==> src/rtl/fc_classifier.sv <==
// Fully-connected output stage: one serial MAC computes every class score
// (bias + dot product) and tracks the argmax, under a start/done handshake.
module fc_classifier #(
  parameter int In_d_W  = 18,
  parameter int N_In    = 4,
  parameter int N_Class = 3,
  parameter int W_d_W   = 8,
  parameter int Acc_W   = 32,
  parameter int Cls_W   = 2
) (
  input  logic                          clk,
  input  logic                          rst,
  input  logic                          start,
  input  logic [N_In*In_d_W-1:0]        X,
  input  logic [N_Class*N_In*W_d_W-1:0] Wt,
  input  logic [N_Class*Acc_W-1:0]      B,
  output logic                          busy,
  output logic                          done,
  output logic [N_Class*Acc_W-1:0]      Z,
  output logic [Cls_W-1:0]              cls
);

  localparam int I_W = (N_In > 1) ? $clog2(N_In) : 1;
  localparam int P_W = In_d_W + W_d_W + 1;

  typedef enum logic [1:0] {IDLE, MAC, DONE} state_t;
  state_t state;

  logic        [In_d_W-1:0] x_r    [N_In];
  logic signed [W_d_W-1:0]  w_r    [N_Class][N_In];
  logic signed [Acc_W-1:0]  b_r    [N_Class];
  logic signed [Acc_W-1:0]  shadow [N_Class];

  logic        [I_W-1:0]   i;
  logic        [Cls_W-1:0] c;
  logic signed [Acc_W-1:0] acc;
  logic signed [Acc_W-1:0] best;
  logic        [Cls_W-1:0] best_idx;

  logic signed [In_d_W:0]  xs;
  logic signed [P_W-1:0]   prod;
  logic signed [Acc_W-1:0] term;
  logic signed [Acc_W-1:0] acc_next;
  logic                    last_i;
  logic                    last_c;
  logic                    better;

  // Features are unsigned, so a zero sign bit is prepended before the signed multiply.
  always_comb begin
    xs       = {1'b0, x_r[i]};
    prod     = xs * w_r[c][i];
    term     = {{(Acc_W-P_W){prod[P_W-1]}}, prod};
    acc_next = ((i == '0) ? b_r[c] : acc) + term;
    last_i   = (i == I_W'(N_In - 1));
    last_c   = (c == Cls_W'(N_Class - 1));
    better   = (c == '0) || (acc_next > best);
  end

  always_ff @(posedge clk) begin
    if (rst) begin
      state    <= IDLE;
      busy     <= 1'b0;
      done     <= 1'b0;
      Z        <= '0;
      cls      <= '0;
      i        <= '0;
      c        <= '0;
      acc      <= '0;
      best     <= '0;
      best_idx <= '0;
      for (int unsigned k = 0; k < N_Class; k++) begin
        shadow[k] <= '0;
        b_r[k]    <= '0;
        for (int unsigned j = 0; j < N_In; j++) w_r[k][j] <= '0;
      end
      for (int unsigned j = 0; j < N_In; j++) x_r[j] <= '0;
    end else begin
      case (state)
        IDLE: begin
          done <= 1'b0;
          if (start) begin
            for (int unsigned j = 0; j < N_In; j++)
              x_r[j] <= X[j*In_d_W +: In_d_W];
            for (int unsigned k = 0; k < N_Class; k++) begin
              b_r[k] <= B[k*Acc_W +: Acc_W];
              for (int unsigned j = 0; j < N_In; j++)
                w_r[k][j] <= Wt[(k*N_In+j)*W_d_W +: W_d_W];
            end
            i     <= '0;
            c     <= '0;
            busy  <= 1'b1;
            state <= MAC;
          end
        end
        MAC: begin
          acc <= acc_next;
          if (last_i) begin
            shadow[c] <= acc_next;
            if (better) begin
              best     <= acc_next;
              best_idx <= c;
            end
            i <= '0;
            c <= c + 1'b1;
            // Results are published on the edge that enters DONE, so the
            // final score and argmax bypass the shadow/best registers.
            if (last_c) begin
              for (int unsigned k = 0; k < N_Class; k++)
                Z[k*Acc_W +: Acc_W] <= (k == N_Class - 1) ? acc_next : shadow[k];
              cls   <= better ? c : best_idx;
              busy  <= 1'b0;
              done  <= 1'b1;
              state <= DONE;
            end
          end else begin
            i <= i + 1'b1;
          end
        end
        DONE: begin
          done  <= 1'b0;
          state <= IDLE;
        end
        default: state <= IDLE;
      endcase
    end
  end

endmodule

==> config.mk <==
export PLATFORM = sky130hd
export DESIGN_NAME = fc_classifier
export DESIGN_NICKNAME = d
export VERILOG_FILES = /design/src/rtl/fc_classifier.sv
export SDC_FILE = /design/constraint.sdc
export NUM_CORES = 1
export LEC_CHECK = 0
export CAP_MARGIN = 10
export CORE_ASPECT_RATIO = 2
export CORE_MARGIN = 4
export CORE_UTILIZATION = 55
export CTS_CLUSTER_DIAMETER = 60
export DETAILED_ROUTE_END_ITERATION = 7
export PLACE_DENSITY = 0.85
export REMOVE_ABC_BUFFERS = 1
export SKIP_LAST_GASP = 1
export SYNTH_ARGS = -nofsm -noshare
export SYNTH_HDL_FRONTEND = slang
export SYNTH_SLANG_ARGS = --single-unit
==> constraint.sdc <==
create_clock -name clk -period 14.6 [get_ports clk]
set_input_delay 2.92 -clock clk [delete_from_list [all_inputs] [get_ports clk]]
set_output_delay 2.92 -clock clk [all_outputs]
set_load 0.02 [all_outputs]
After elaboration in Yosys (flattened, before gate mapping)
Memories as Yosys holds them, arrays and structs flattened. A register that Yosys moved wholly into a read port is not among the register bits.
Index checks and enable logic that the tools add are counted.
Widths: inputs -> output; s select.
Operators by class
  $add $sub $neg: 3
  $mul: 1
  order comparisons: 2
  equality and inequality tests: 7
  multiplexer cells: 59
  bitwise logic cells: 20
  reduce and logical (&&, ||, !) cells: 16
Operators by type and width (count)
  $mux 32: 5
  $mux 8: 14
  $mux 18: 4
  $add 32x27->32: 1
  $gt 32x32->1: 1
  $reduce_or 32->1: 1
  $mux 2: 14
  $mul 19x8->27: 1
  $or 1x1->1: 19
  $bmux 8 s2: 1
  $mux 1: 16
  $reduce_and 3->1: 5
  $pmux 2 s2: 3
  $eq 2x2->1 const B: 3
  $logic_not 2->1: 3
  $ne 2x2->1 const B: 3
  $add 2x1->2 const B: 2
  $pmux 1 s2: 2
  $reduce_and 2->1: 2
  $reduce_and 4->1: 1
  $reduce_bool 2->1: 2
  $ge 3x3->1 const B: 1
  $not 2->3: 1
  $eq 2x1->1 const B: 1
  2 further kinds: 2
Word-level totals
  register bits after elaboration: 172
  bits in writable memories: 360
  input bits: 267
  output and inout bits: 100
  word-level logic and storage cells: 122
  memories: 4
Memory list
  b_r: words 3, width 32, read ports 1, clocked after memory_dff 1, write ports 3, line 31  | logic signed [Acc_W-1:0] b_r [N_Class];
  shadow: words 3, width 32, read ports 2, clocked after memory_dff 2, write ports 3, line 32  | logic signed [Acc_W-1:0] shadow [N_Class];
  w_r: words 3, width 32, read ports 1, clocked after memory_dff 1, write ports 3, line 30  | logic signed [W_d_W-1:0] w_r [N_Class][N_In];
  x_r: words 4, width 18, read ports 1, clocked after memory_dff 1, write ports 4, line 29  | logic [In_d_W-1:0] x_r [N_In];

Longest topological paths before layout
  depth in word-level cells: 9
  mapped depth: 37
  gate-level depth less buffers: 32

Least setup slack after synthesis
No wires, ideal clock.
  path type: register -> register
  start point: register i[0]
  end point: register best[13]
  library setup time: 0.128 ns
  arrival: 8.408 ns
  required time: 14.472 ns
  path slack: 6.064 ns
  stages on the path, launching flop included: 35
  buffers on the path: 5
  period minus slack after synthesis: 8.536 ns
  cell sequence: dfxtp_1 buf_2 buf_2 buf_1 mux4_2 o21ai_1 o21ai_1 clkbuf_1 nand2_1 fa_1 inv_1 fa_1 inv_1 fa_1 inv_1 fa_1 fa_1 ha_1 a21o_1 a21oi_1 a21oi_1 o31a_1 o21ai_1 mux2i_1 a2111oi_4 inv_2 ha_1 nand4_1 nor4b_1 o311ai_1 a31oi_1 nand4_1 buf_2 mux2i_1 nor2_1
Between the ends
  longest elaborated chain between the ends: 9
  elaborated cells between the ends (all ways): 12
  those cells by class: 1 x add/sub; 1 x mul; 1 x order compare; 1 x eq/ne; 4 x mux; 1 x bitwise; 3 x reduce/logical
Ends and longest elaborated chain
  start: declaration: line 34  | logic [I_W-1:0] i;
  start signal: assignment: line 116  | i <= i + 1'b1;
  $not 2->3 (implied by the code): line 51  | prod = xs * w_r[c][i];
  $bmux 8 s2: line 51
  $mux 8 (implied by the code) (2 in series): line 51
  $mul 19x8->27: line 51
  $add 32x27->32 *: line 53  | acc_next = ((i == '0) ? b_r[c] : acc) + term;
  net acc_next[28]: line 43  | logic signed [Acc_W-1:0] acc_next;
  $gt 32x32->1 *: line 56  | better = (c == '0) || (acc_next > best);
  $logic_or 1x1->1 *: line 56
  $reduce_and 3->1 (no source line) *
  end signal: assignment: line 100  | best <= acc_next;
  end: declaration: line 37  | logic signed [Acc_W-1:0] best;
The timed path passes the listed nets; every way through them passes the cells marked *. The select of a mux whose other input is x is not followed.
A chain may end at the register's enable or synchronous reset.

==> results.toml <==
[outcome]
run_status = "complete, no violations"

[worst_setup_path]
ff2ff_setup_slack_ns = 4.69
startpoint_type = "register"
worstPathRequired_ns = 15.03
r2r-end = "best[3]"
crit_path_frequent_cell = "sky130_fd_sc_hd__fa_1"
cp.arrival_ns = 10.34
endpoint = "best[3]"
crit_path_max_fanout = 40
critical-path-max-stage-delay_ns = 0.71
critical_path_class = "reg2reg"
worst-r2r-cell-count = 30
slowest_stage = "sky130_fd_sc_hd__dfxtp_4"
crit_path_end_kind = "register"

[yosys]
synth_warnings = 0
synthesis.instances = 2441
synth_enable_flop_cells = 328
yosys-top-cells-area = "sky130_fd_sc_hd__edfxtp_1 (36%), sky130_fd_sc_hd__dfxtp_1 (13%), sky130_fd_sc_hd__fa_1 (9.0%), sky130_fd_sc_hd__and2_1 (8.6%), sky130_fd_sc_hd__ha_1 (5.8%)"
synth_area_sq_um = 27000
post-synth-top-count-cell = "sky130_fd_sc_hd__and2_1"
synthArstFlopShare_pct = 0
synth.yosys.seq_area_share_pct = 49.5
ys_dominant_reg_cell = "sky130_fd_sc_hd__edfxtp_1"
ys_seq_elements = 504
synth_common_cells = "sky130_fd_sc_hd__and2_1 (370), sky130_fd_sc_hd__nand2_1 (347), sky130_fd_sc_hd__edfxtp_1 (328)"
synthDominantAreaCellType = "sky130_fd_sc_hd__edfxtp_1"
yosys.cell_types.count = 64
yosys.area.top_type_share_pct = 36.5
postSynthAreaPerCell_sq_um = 11.1

[power]
p_leak_nw = 13.1
power_switching_share_pct = 37.0
portion_of_total_power_attributed_to_combinational_logic_pct = 39.7
seq_power_share_pct = 35.5
power.density_nw_per_um2 = 142
irDropWorstVdd_v = 0.000110
power_switching_mw = 1.71
power.clock.fraction_pct = 24.8
cell_internal_power_mw = 2.91

[final_layout]
area_growth_syn_to_layout_pct = 20.6
layout-drive-gt1-share_pct = 5.55
nNetsFinal = 3257

[drt]
route.antenna.remaining_nets = 0
vias_per_cell = 5.49
vias = 18800
wl_um = 64500
count_of_unresolved_drc_violations_after_routing = 0
detailedRoute.firstPassIterationCount = 6
number_of_drc_markers_in_iteration_0 = 995
wl_per_cell_um = 18.9

[clocking]
cts_resized = 0
post_cts_buffers = 0
tritoncts = "built"
clockRootBuffer = "sky130_fd_sc_hd__clkbuf_16"
numCtsBuffers = 42
count_of_h_tree_levels_built_during_cts = 2
cts.hold.buffers_added = 0
clock_sink_count = 504
clock_pin_transition_on_the_worst_setup_and_hold_timing_paths_ns = 0.07
clock_latency_ns = 0.58
clock_tree.buffer_depth = 3

[timing]
setup_viol_count_final = 0
final.setup_skew_ns = 0.0228
worstMarginPinSlew_ns = 1.23
layout_worst_path_cycle_share_pct = 67.9
slew_viol_final = 0
final.setup.worst_slack_ns = 4.69
final_hold_viol_count = 0
slew_headroom_pct = 18.1
setup_repair_after_global_routing_missed_its_margin = "false"
achievable-frequency_mhz = 101
finalSetupTns_ns = 0
finalWorstPathRequiredPeriod_ns = 9.91

[floorplanning]
starting_utilization_of_the_core_area_pct = 55.7
die_w_um = 165
core_region_area_sq_um = 48500
chipHeight_um = 321
design.die.area_sq_um = 52900
fp-row-count = 114
floorplan.io_pins = 367

[global_routing]
grt_overflow_total = 0
grtUsageTotal_pct = 24.5
global_route_wire_length_before_repair_um = 102000
antenna_found_initial = 1
largest_net_degree_at_the_start_of_global_routing = 138
first_global_vias = 20000

[place]
dp_slack_ns = 4.95
place.port_buffers = 366
place.gp.congestion = 0.867
post-dp-hpwl_um = 48500

[run]
maxCapViolations = 0

[hold_path]
worstHoldPathType = "reg2reg"
==> how the worst min path moves through the flow <==
stage | startpoint | to | slack [ns] | cells after the start
2_1_floorplan | acc[0] | acc[0] | 0.43 | 2
3_3_place_gp | acc[0] | acc[0] | 0.44 | 2
3_5_place_dp | acc[7] | acc[7] | 0.45 | 2
4_1_cts | Z[12] | Z[12] | 0.46 | 2
5_1_grt | Z[3] | Z[3] | 0.47 | 2
6_report | Z[12] | Z[12] | 0.45 | 2
==> critical path: cells and delay by family (launching register included) <==
| family | cells | cell delay (ns) |
|---|---|---|
| fa+ha+maj | 7 | 2.98 |
| compound gates | 8 | 1.96 |
| simple gates | 6 | 1.46 |
| buf+inv | 5 | 1.33 |
| mux | 4 | 1.25 |
| flops | 1 | 0.71 |
==> registers in the layout, summed over array words and instances (netlist names), named ones only <==
signal and cells:
cls 2, best_idx 2, shadow 64, w_r 96, x_r 72, c 2
best 32, acc 32, i 2, busy 1, state 2, done 1
Z 96, b_r 96
==> stage by stage <==
stage,instances,utilization (%),area (sq um),hold WS [ns],power [mW]
floorplan,2309,-,26500,0.428,2.85
global placement,3337,64.3,31200,0.439,3.38
detailed placement,3337,64.3,31200,0.447,3.48
CTS,3414,67.2,32600,0.457,4.63
global route,3415,67.2,32600,0.467,4.91
finish,3416,67.2,32600,0.453,4.62
==> routing by layer <==
layer,vias up,track usage (%),wire (um)
li1,8866,-,-
met5,-,0,0
met4,0,13.5,3890
met1,8960,25.3,22000
met2,696,46.8,35300
met3,230,2.90,3400
==> power groups by stage <==
| stage | Sequential, mW | Combinational, mW | Clock, mW |
|---|---|---|---|
| floorplan | 1.66 | 1.19 | 0 |
| global placement | 1.67 | 1.71 | 0 |
| detailed placement | 1.67 | 1.81 | 0 |
| CTS | 1.64 | 1.83 | 1.17 |
| global route | 1.65 | 2.04 | 1.22 |
| finish | 1.64 | 1.83 | 1.15 |
==> cell families after synthesis <==
family	after synthesis	share of synthesized area [%]
buffers and inverters	271	3.81
DFF	504	49.5
and+or+nand+nor	930	17.2
muxes	152	7.02
adders and majority gates	247	14.8
xor gates and xnor gates	26	0.843
AOI/OAI and AO/OA	311	6.79
==> area by class of cell <==
cell class	instances	area (sq um)
clock inverter	21	199
multi-input combinational	1666	12600
timing repair buffer	390	3840
antenna	2	5.00
clock buffer	56	1190
fill	3613	15900
tap	638	798
sequential	504	13400
inverter	139	522
==> cells in the final DEF (no fill, tap or decap), types with 4 or more instances in the layout <==
cell type	Yosys	final
sky130_fd_sc_hd__o211ai_1	10	10
sky130_fd_sc_hd__nand4_1	9	9
sky130_fd_sc_hd__ha_1	125	124
sky130_fd_sc_hd__xor2_1	14	14
sky130_fd_sc_hd__dfxtp_1	176	172
sky130_fd_sc_hd__mux4_2	28	28
sky130_fd_sc_hd__nor2b_1	8	6
sky130_fd_sc_hd__and3_1	18	18
sky130_fd_sc_hd__a21oi_1	156	156
sky130_fd_sc_hd__clkdlybuf4s50_1	0	365
sky130_fd_sc_hd__o21ai_0	55	55
sky130_fd_sc_hd__clkinv_2	0	4
sky130_fd_sc_hd__a211oi_1	12	12
sky130_fd_sc_hd__nand3b_1	10	10
sky130_fd_sc_hd__nand2b_1	10	10
sky130_fd_sc_hd__clkinv_1	0	8
sky130_fd_sc_hd__nand2_1	347	347
sky130_fd_sc_hd__buf_4	1	24
sky130_fd_sc_hd__o31ai_1	5	5
sky130_fd_sc_hd__clkbuf_16	0	45
sky130_fd_sc_hd__edfxtp_1	328	328
sky130_fd_sc_hd__nand3_1	12	11
sky130_fd_sc_hd__mux2_2	19	19
sky130_fd_sc_hd__and2_1	370	370
sky130_fd_sc_hd__clkbuf_1	112	9
sky130_fd_sc_hd__o21ai_1	16	16
sky130_fd_sc_hd__o21bai_1	5	5
sky130_fd_sc_hd__nor3_1	9	9
sky130_fd_sc_hd__a21o_1	13	13
sky130_fd_sc_hd__nor2_1	121	120
sky130_fd_sc_hd__fa_1	122	122
sky130_fd_sc_hd__o21a_1	9	9
sky130_fd_sc_hd__inv_1	137	137
sky130_fd_sc_hd__xnor2_1	12	12
sky130_fd_sc_hd__mux2i_1	104	104
Note: power is estimated with default switching activity, not from simulation.
